==> src/rtl/fifo_write_arbiter.sv <==
// fifo_write_arbiter
//   Round-robin arbiter that lets one of NUM_REQ requesters at a time write
//   words into a shared FIFO. A grant lasts until the owner drops its valid
//   or, with bursts enabled, until BURST_LEN words have been accepted.
//   FIFO back-pressure stalls the owner without ending its grant.
//
//   Optional feature macro: FIFO_ARB_BURST_EN
//     defined   : a grant carries up to BURST_LEN words
//     undefined : a grant ends after every accepted word; no burst counter
//
// Ports
//   clk        : clock, rising edge
//   reset      : asynchronous reset, active low
//   req_valid  : requester i holds a word
//   req_data   : requester i word at [i*DATA_BITS +: DATA_BITS]
//   req_ready  : word of requester i accepted this cycle (with req_valid[i])
//   fifo_write : FIFO write strobe
//   fifo_data  : FIFO write data (0 when not writing)
//   fifo_full  : FIFO full flag
//   grant_id   : current owner while granted, else 0
//   busy       : high while a grant is active
module fifo_write_arbiter #(
  parameter int NUM_REQ   = 4,
  parameter int DATA_BITS = 8,
  parameter int BURST_LEN = 4
) (
  input  logic                         clk,
  input  logic                         reset,
  input  logic [NUM_REQ-1:0]           req_valid,
  input  logic [NUM_REQ*DATA_BITS-1:0] req_data,
  output logic [NUM_REQ-1:0]           req_ready,
  output logic                         fifo_write,
  output logic [DATA_BITS-1:0]         fifo_data,
  input  logic                         fifo_full,
  output logic [$clog2(NUM_REQ)-1:0]   grant_id,
  output logic                         busy
);

  localparam int ID_W = $clog2(NUM_REQ);
  localparam logic [ID_W-1:0] LAST_IDX = ID_W'(NUM_REQ - 1);

  typedef enum logic {IDLE = 1'b0, GRANT = 1'b1} state_t;

  state_t              state, state_nxt;
  logic [ID_W-1:0]     owner, owner_nxt;
  logic [ID_W-1:0]     last_owner, last_owner_nxt;
  logic [ID_W-1:0]     rr_base, rr_pick;
  logic [DATA_BITS-1:0] words [NUM_REQ];
  logic                owner_valid, accept, burst_done, release_grant, any_valid;

  for (genvar g = 0; g < NUM_REQ; g++) begin : g_unpack
    assign words[g] = req_data[g*DATA_BITS +: DATA_BITS];
  end

  // First valid requester after 'base', wrapping; 'base' itself is searched
  // last, so a just-released owner only wins when nobody else is waiting.
  function automatic logic [ID_W-1:0] rr_next(input logic [NUM_REQ-1:0] valid,
                                              input logic [ID_W-1:0]    base);
    logic [ID_W-1:0] pick;
    logic            found;
    int              idx;
    pick  = '0;
    found = 1'b0;
    for (int k = 1; k <= NUM_REQ; k++) begin
      idx = (int'(base) + k) % NUM_REQ;
      if (!found && valid[ID_W'(idx)]) begin
        pick  = ID_W'(idx);
        found = 1'b1;
      end
    end
    return pick;
  endfunction

  assign any_valid   = |req_valid;
  assign owner_valid = req_valid[owner];
  assign accept      = (state == GRANT) && owner_valid && !fifo_full;
  assign rr_base     = (state == GRANT) ? owner : last_owner;
  assign rr_pick     = rr_next(req_valid, rr_base);

`ifdef FIFO_ARB_BURST_EN
  localparam logic [7:0] BURST_MAX = 8'(BURST_LEN);

  logic [7:0] burst_cnt, burst_cnt_nxt;

  function automatic logic [7:0] sat_inc(input logic [7:0] cnt);
    return (cnt >= BURST_MAX) ? BURST_MAX : cnt + 8'd1;
  endfunction

  assign burst_done = accept && (sat_inc(burst_cnt) == BURST_MAX);
`else
  assign burst_done = accept;
`endif

  // A stalled owner (valid but FIFO full) neither accepts nor releases.
  assign release_grant = burst_done || !owner_valid;

  always_ff @(posedge clk or negedge reset) begin
    if (!reset) begin
      state      <= IDLE;
      owner      <= '0;
      last_owner <= LAST_IDX;
`ifdef FIFO_ARB_BURST_EN
      burst_cnt  <= '0;
`endif
    end else begin
      state      <= state_nxt;
      owner      <= owner_nxt;
      last_owner <= last_owner_nxt;
`ifdef FIFO_ARB_BURST_EN
      burst_cnt  <= burst_cnt_nxt;
`endif
    end
  end

  always_comb begin
    state_nxt      = state;
    owner_nxt      = owner;
    last_owner_nxt = last_owner;
`ifdef FIFO_ARB_BURST_EN
    burst_cnt_nxt  = burst_cnt;
`endif
    case (state)
      IDLE: begin
        if (any_valid) begin
          state_nxt     = GRANT;
          owner_nxt     = rr_pick;
`ifdef FIFO_ARB_BURST_EN
          burst_cnt_nxt = '0;
`endif
        end
      end
      GRANT: begin
        if (release_grant) begin
          last_owner_nxt = owner;
`ifdef FIFO_ARB_BURST_EN
          burst_cnt_nxt  = '0;
`endif
          // Hand over directly to the next requester, no idle cycle.
          if (any_valid) owner_nxt = rr_pick;
          else           state_nxt = IDLE;
        end
`ifdef FIFO_ARB_BURST_EN
        else if (accept) begin
          burst_cnt_nxt = sat_inc(burst_cnt);
        end
`endif
      end
      default: state_nxt = IDLE;
    endcase
  end

  always_comb begin
    req_ready  = '0;
    fifo_write = 1'b0;
    fifo_data  = '0;
    grant_id   = '0;
    busy       = 1'b0;
    if (state == GRANT) begin
      req_ready[owner] = !fifo_full;
      fifo_write       = accept;
      fifo_data        = accept ? words[owner] : '0;
      grant_id         = owner;
      busy             = 1'b1;
    end
  end

endmodule

==> config.mk <==
export PLATFORM = sky130hd
export DESIGN_NAME = fifo_write_arbiter
export DESIGN_NICKNAME = d
export VERILOG_FILES = /design/src/rtl/fifo_write_arbiter.sv
export SDC_FILE = /design/constraint.sdc
export NUM_CORES = 1
export LEC_CHECK = 0
export CORE_ASPECT_RATIO = 1.5
export CORE_MARGIN = 4
export CORE_UTILIZATION = 35
export CTS_CLUSTER_DIAMETER = 60
export DETAILED_ROUTE_END_ITERATION = 6
export GPL_TIMING_DRIVEN = 0
export HOLD_SLACK_MARGIN = 0.02
export PLACE_DENSITY = 0.94
export SYNTH_ARGS = -nofsm -noshare
export SYNTH_HDL_FRONTEND = slang
export SYNTH_SLANG_ARGS = --single-unit
==> constraint.sdc <==
create_clock -name clk -period 2.8 [get_ports clk]
set_input_delay 0.56 -clock clk [delete_from_list [all_inputs] [get_ports clk]]
set_output_delay 0.56 -clock clk [all_outputs]
set_load 0.005 [all_outputs]
* Word-level counts from Yosys, hierarchy flattened
Index checks and enable logic that the tools add are counted.
** Word-level totals
- Register bits :: 5
- Output and inout bits :: 16
** Cells by class
- Add/subtract/negate cells :: 4
- Magnitude comparators :: 7
- Eq/ne operators :: 1
- Multiplexer cells :: 39
- Bitwise logic cells :: 3
- Reduce and logical (&&, ||, !) cells :: 14
** Operators with widths (count)
- 2-to-1 mux 8 bit :: 4
- 2-to-1 mux 1 bit :: 17
- binary-select mux 8 bit (select 2 bit) :: 1
- < comparator 2 x 4 -> 1 bit, second input constant :: 4
- 2-to-1 mux 2 bit :: 8
- binary-select mux 1 bit (select 2 bit) :: 5
- logical AND 1 bit :: 6
- logical NOT 1 bit :: 5
- adder 2 x 1 -> 2 bit, second input constant :: 2
- adder 2 bit, second input constant :: 2
- bitwise AND 4 bit :: 1
- 2-to-1 mux 4 bit :: 1
- one-hot mux 2 bit (2 select lines) :: 1
- OR reduction 4 bit :: 1
- greater-or-equal comparator 3 bit, second input constant :: 1
- < comparator 2 x 3 -> 1 bit, second input constant :: 1
- NOT 2 -> 3 bit :: 1
- demux 1 bit (select 2 bit) :: 1
- greater-or-equal comparator 2 x 1 -> 1 bit, second input constant :: 1
- != test 2 x 1 -> 1 bit, second input constant :: 1
- one-hot mux 1 bit (2 select lines) :: 1
- AND reduction 2 bit :: 1
- logical OR 1 bit :: 1
- NOT 1 bit :: 1

* Longest topological paths before layout
- Depth in word-level cells :: 18
- Depth in mapped cells :: 6
- Depth with buffers taken out :: 4

* Least setup slack after synthesis
Ideal clock, no wire load.
- Path kind :: input-to-output
- Start point :: in req_valid[3]
- End point :: out fifo_data[0]
- Data arrival time :: 1.359 ns
- Slack :: 0.881 ns
- Cell stages on the path :: 3
- Path through :: mux4_2 > buf_6 > and3_1
** Between the ends
- Longest elaborated chain between the ends :: 6
** RTL lines
- from (decl) :: RTL line 29 : input logic [NUM_REQ-1:0] req_valid,
- binary-select mux 1 bit (select 2 bit) :: RTL line 75 : assign owner_valid = req_valid[owner];
- 2-to-1 mux 1 bit (not written as such) :: RTL line 75
- logical AND 1 bit (2 in a row) :: RTL line 76 : assign accept = (state == GRANT) && owner_valid && !fifo_full;
- 2-to-1 mux 8 bit :: RTL line 161 : fifo_data = accept ? words[owner] : '0;
- 2-to-1 mux 8 bit :: RTL line 158 : if (state == GRANT) begin
- to (decl) :: RTL line 33 : output logic [DATA_BITS-1:0] fifo_data,
Every way passes these cells. The select of a mux whose other input is x is not followed.

* Worst setup path in the final report
- Start point :: in req_valid[3]
- End point :: out fifo_data[7]
Same word-level chain as after synthesis.

==> metrics.log <==
INFO  metric timing.hold.ws = 0.538 ns
INFO  metric tightestPinTransition = 0.685 ns
INFO  metric final_cells = 146
INFO  metric routed_wirelength = 2.45 mm
INFO  metric timing.final.crit_share = 97.3%
INFO  metric detail-route-antenna-nets = 0
INFO  metric synth_sequential_area_ratio = 18.1%
INFO  metric yosys.area_share.adder = 0%
INFO  metric outcome = finished, final reports clean
INFO  metric clkSinkCount = 5
INFO  metric design.portCount = 55
INFO  metric power_density = 676 nW/um^2
INFO  metric final-hold-violation-count = 0
INFO  metric worst_slew_margin_rel = 53.9%
INFO  metric synth-xor-area-share = 0%
INFO  metric dp.cells = 140
INFO  metric detail_route.vias_per_cell = 5.40
INFO  metric synth_simple_gate_area_share = 23.4%
INFO  metric worst-path-max-fanout = 10
INFO  metric max_cap_violations = 0
INFO  metric tritoncts = done
INFO  metric quantity_of_i_o_buffers_inserted_on_ports = 54
INFO  metric clk_root_buffer_cell = sky130_fd_sc_hd__clkbuf_4
INFO  metric crit_path_cell_trace = dlygate4sd2_1, mux4_2, buf_6, and3_1, clkdlybuf4s50_1
INFO  metric post_synth_main_area_contributors = sky130_fd_sc_hd__mux4_1, sky130_fd_sc_hd__dfrtp_1, sky130_fd_sc_hd__mux4_2
INFO  metric area.growth.synth_to_final = 86.7%
INFO  metric dr.pass1.iters = 4
INFO  metric postSynthCellCount = 65
INFO  metric setup_slack_of_the_critical_path_after_layout = 0.0762 ns
INFO  metric place_worst_setup_slack = -0.177 ns
INFO  metric yosysWarningCount = 0
INFO  metric post-layout-total-power = 0.892 mW
INFO  metric cts-buffers-inserted = 3
INFO  metric filler_cell_count = 146
INFO  metric floorplan_die_width = 44.7 um
INFO  metric crit_end_element = output pin
INFO  metric finalInstanceArea = 1320 sq um
INFO  metric hold_path_class = in2async
INFO  metric design.die.area = 2820 sq um
INFO  metric num_antenna_cells = 0
INFO  metric gpl.final_weighted_congestion = 0.908
INFO  metric antenna_found_initial = 0
INFO  metric synth_top_area_share = 22.3%
INFO  metric grt_overflow_total = 0
INFO  metric p_leak = 0.584 nW
INFO  metric post_drt_wl_per_cell = 16.8 um
INFO  metric clk_transition_reported_paths = 0.04 ns
INFO  metric cts-hold-fix-buffers = 0
INFO  metric post_synth_instance_area = 707 sq um
INFO  metric ir_drop = 367 uV
INFO  metric fin_worst_skew = 0.00354 ns
INFO  metric finish.utilization = 70.3%
INFO  metric crit_arrival = 2.16 ns
INFO  metric post_route_cells_drive_above_1_share = 17.6%
INFO  metric synth_top_family_by_area = multiplexers
INFO  metric global_route_wire_length_before_repair = 3.83 mm
INFO  metric postSynth.asyncResetShare = 100%
INFO  metric grt_max_degree = 11
INFO  metric synth_largest_area_cell = sky130_fd_sc_hd__mux4_1
INFO  metric period_minus_slack = 2.72 ns
INFO  metric synth-edff-count = 0
INFO  metric crit_slowest_cell = sky130_fd_sc_hd__mux4_2
INFO  metric final_setup_violation_count = 0
INFO  metric synth.ff_latch_count = 5
INFO  metric num-nets-final = 165
INFO  metric fin_setup_tns = 0 ns
INFO  metric rsz0062_at_grt = false
INFO  metric synth_top_flop_cell = sky130_fd_sc_hd__dfrtp_1
INFO  metric first_global_vias = 850
INFO  metric data_required_time_at_the_worst_endpoint = 2.24 ns
INFO  metric synthDistinctLibCells = 32
INFO  metric place.detailed.hpwl = 2.06 mm
INFO  metric criticalPathCategory = in2out
INFO  metric design.core.area = 1880 sq um
INFO  metric vias = 789
INFO  metric synth.net_count = 104
INFO  metric cts_buffer_depth = 2
INFO  metric die_y = 63.0 um
INFO  metric synth_mux_area_share = 36.3%
INFO  metric clock_latency_at_the_later_pin_of_the_worst_skew_pair = 0.24 ns
INFO  metric synth-compound-area-share = 13.5%
INFO  metric critPathMaxStageDelay = 0.52 ns
INFO  metric dpl_cell_area = 1270 sq um
INFO  metric critical_path.startpoint_type = input pin
INFO  metric initial_utilization = 37.6%
INFO  metric peak_clock_frequency_supported_by_timing = 367 MHz
INFO  metric ctsHtreeMaxLevel = 1
INFO  metric grt_usage = 18.3%
INFO  metric syn_area_per_cell = 10.9 sq um
INFO  metric initialDrtViolationCount = 9
INFO  metric remaining_drc_errors = 0
INFO  metric drv_slew = 0
INFO  metric placement_rows = 19
flip-flops by register name, summed over array words and instances (netlist names):
name / cells
owner: 2
last_owner: 2
state: 1
critical path, delay by kind of cell:
kind	cells	cell delay [ns]
buffers and inverters	3	0.93
multiplexers	1	0.52
AND/OR/NAND/NOR	1	0.15
cell usage after synthesis (2+ instances only):
cell                      count
sky130_fd_sc_hd__a21oi_1      2
sky130_fd_sc_hd__nor2_1       4
sky130_fd_sc_hd__a22o_1       2
sky130_fd_sc_hd__mux4_2       3
sky130_fd_sc_hd__dfrtp_1      3
sky130_fd_sc_hd__buf_2        2
sky130_fd_sc_hd__buf_6        3
sky130_fd_sc_hd__nand2_1      4
sky130_fd_sc_hd__mux4_1       6
sky130_fd_sc_hd__and3_1       9
sky130_fd_sc_hd__mux2i_1      2
sky130_fd_sc_hd__dfstp_2      2
sky130_fd_sc_hd__inv_1        3
sky130_fd_sc_hd__and2_1       2
logic make-up (layout without fill, tap and decap cells):
kind of cell / after synthesis / in the layout
AND/OR/NAND/NOR: 28 / 28
flip-flops: 5 / 5
multiplexers: 12 / 12
AO/OA/AOI/OAI: 10 / 10
buffers and inverters: 10 / 70
power breakdown:
group	internal, mW	leakage [nW]	switching [mW]
Combinational	0.415	0.516	0.259
Sequential	0.114	0.0534	0.0212
Clock	0.0538	0.0150	0.0284
path summary, 6_finish.rpt:
check	start	slack [ns]	to	cells past startpoint
max	req_valid[3]	0.08	fifo_data[7]	5
min	reset	0.54	owner[0]	1
max reg2reg	owner[0]	0.97	owner[1]	5
min reg2reg	last_owner[1]	0.58	last_owner[1]	1
max in group asynchronous	reset	2.02	last_owner[1]	1
min in group clk	last_owner[1]	0.58	last_owner[1]	1
cell type report:
class | instances | area [sq um] | share of cell area [%]
inverters | 3 | 11.3 | 0.853
repair buffers | 56 | 553 | 41.9
flip-flops and latches | 5 | 128 | 9.67
clock buffers | 4 | 26.3 | 1.99
well taps | 21 | 26.3 | 1.99
plain buffers | 7 | 56.3 | 4.27
multi-input cells | 50 | 519 | 39.3
layer usage:
layer | part of all wire [%] | GRT usage [%] | wire length [um] | vias to the layer above
li1 | - | - | - | 382
met1 | 33 | 18.1 | 811 | 360
met2 | 57 | 33.3 | 1390 | 36
met3 | 5.3 | 4.32 | 129 | 11
met4 | 5.0 | 8.68 | 122 | 0
met5 | 0 | 0 | 0 | -
placed cells by master (no fill, tap or decap), types with 3 or more instances in the layout:
master / count
sky130_fd_sc_hd__clkdlybuf4s50_1: 49
sky130_fd_sc_hd__nand2_1: 4
sky130_fd_sc_hd__buf_6: 3
sky130_fd_sc_hd__dfrtp_1: 3
sky130_fd_sc_hd__mux4_2: 3
sky130_fd_sc_hd__dlygate4sd2_1: 4
sky130_fd_sc_hd__clkbuf_4: 4
sky130_fd_sc_hd__nor2_1: 4
sky130_fd_sc_hd__and3_1: 9
sky130_fd_sc_hd__inv_1: 3
sky130_fd_sc_hd__mux4_1: 6
repair_timing:
| action | in CTS | in global routing |
|---|---|---|
| endpoints found under the setup margin | 11 | 9 |
| buffers inserted | 1 | 1 |
| resized for setup | 6 | 4 |
Note: power is estimated with default switching activity, not from simulation.
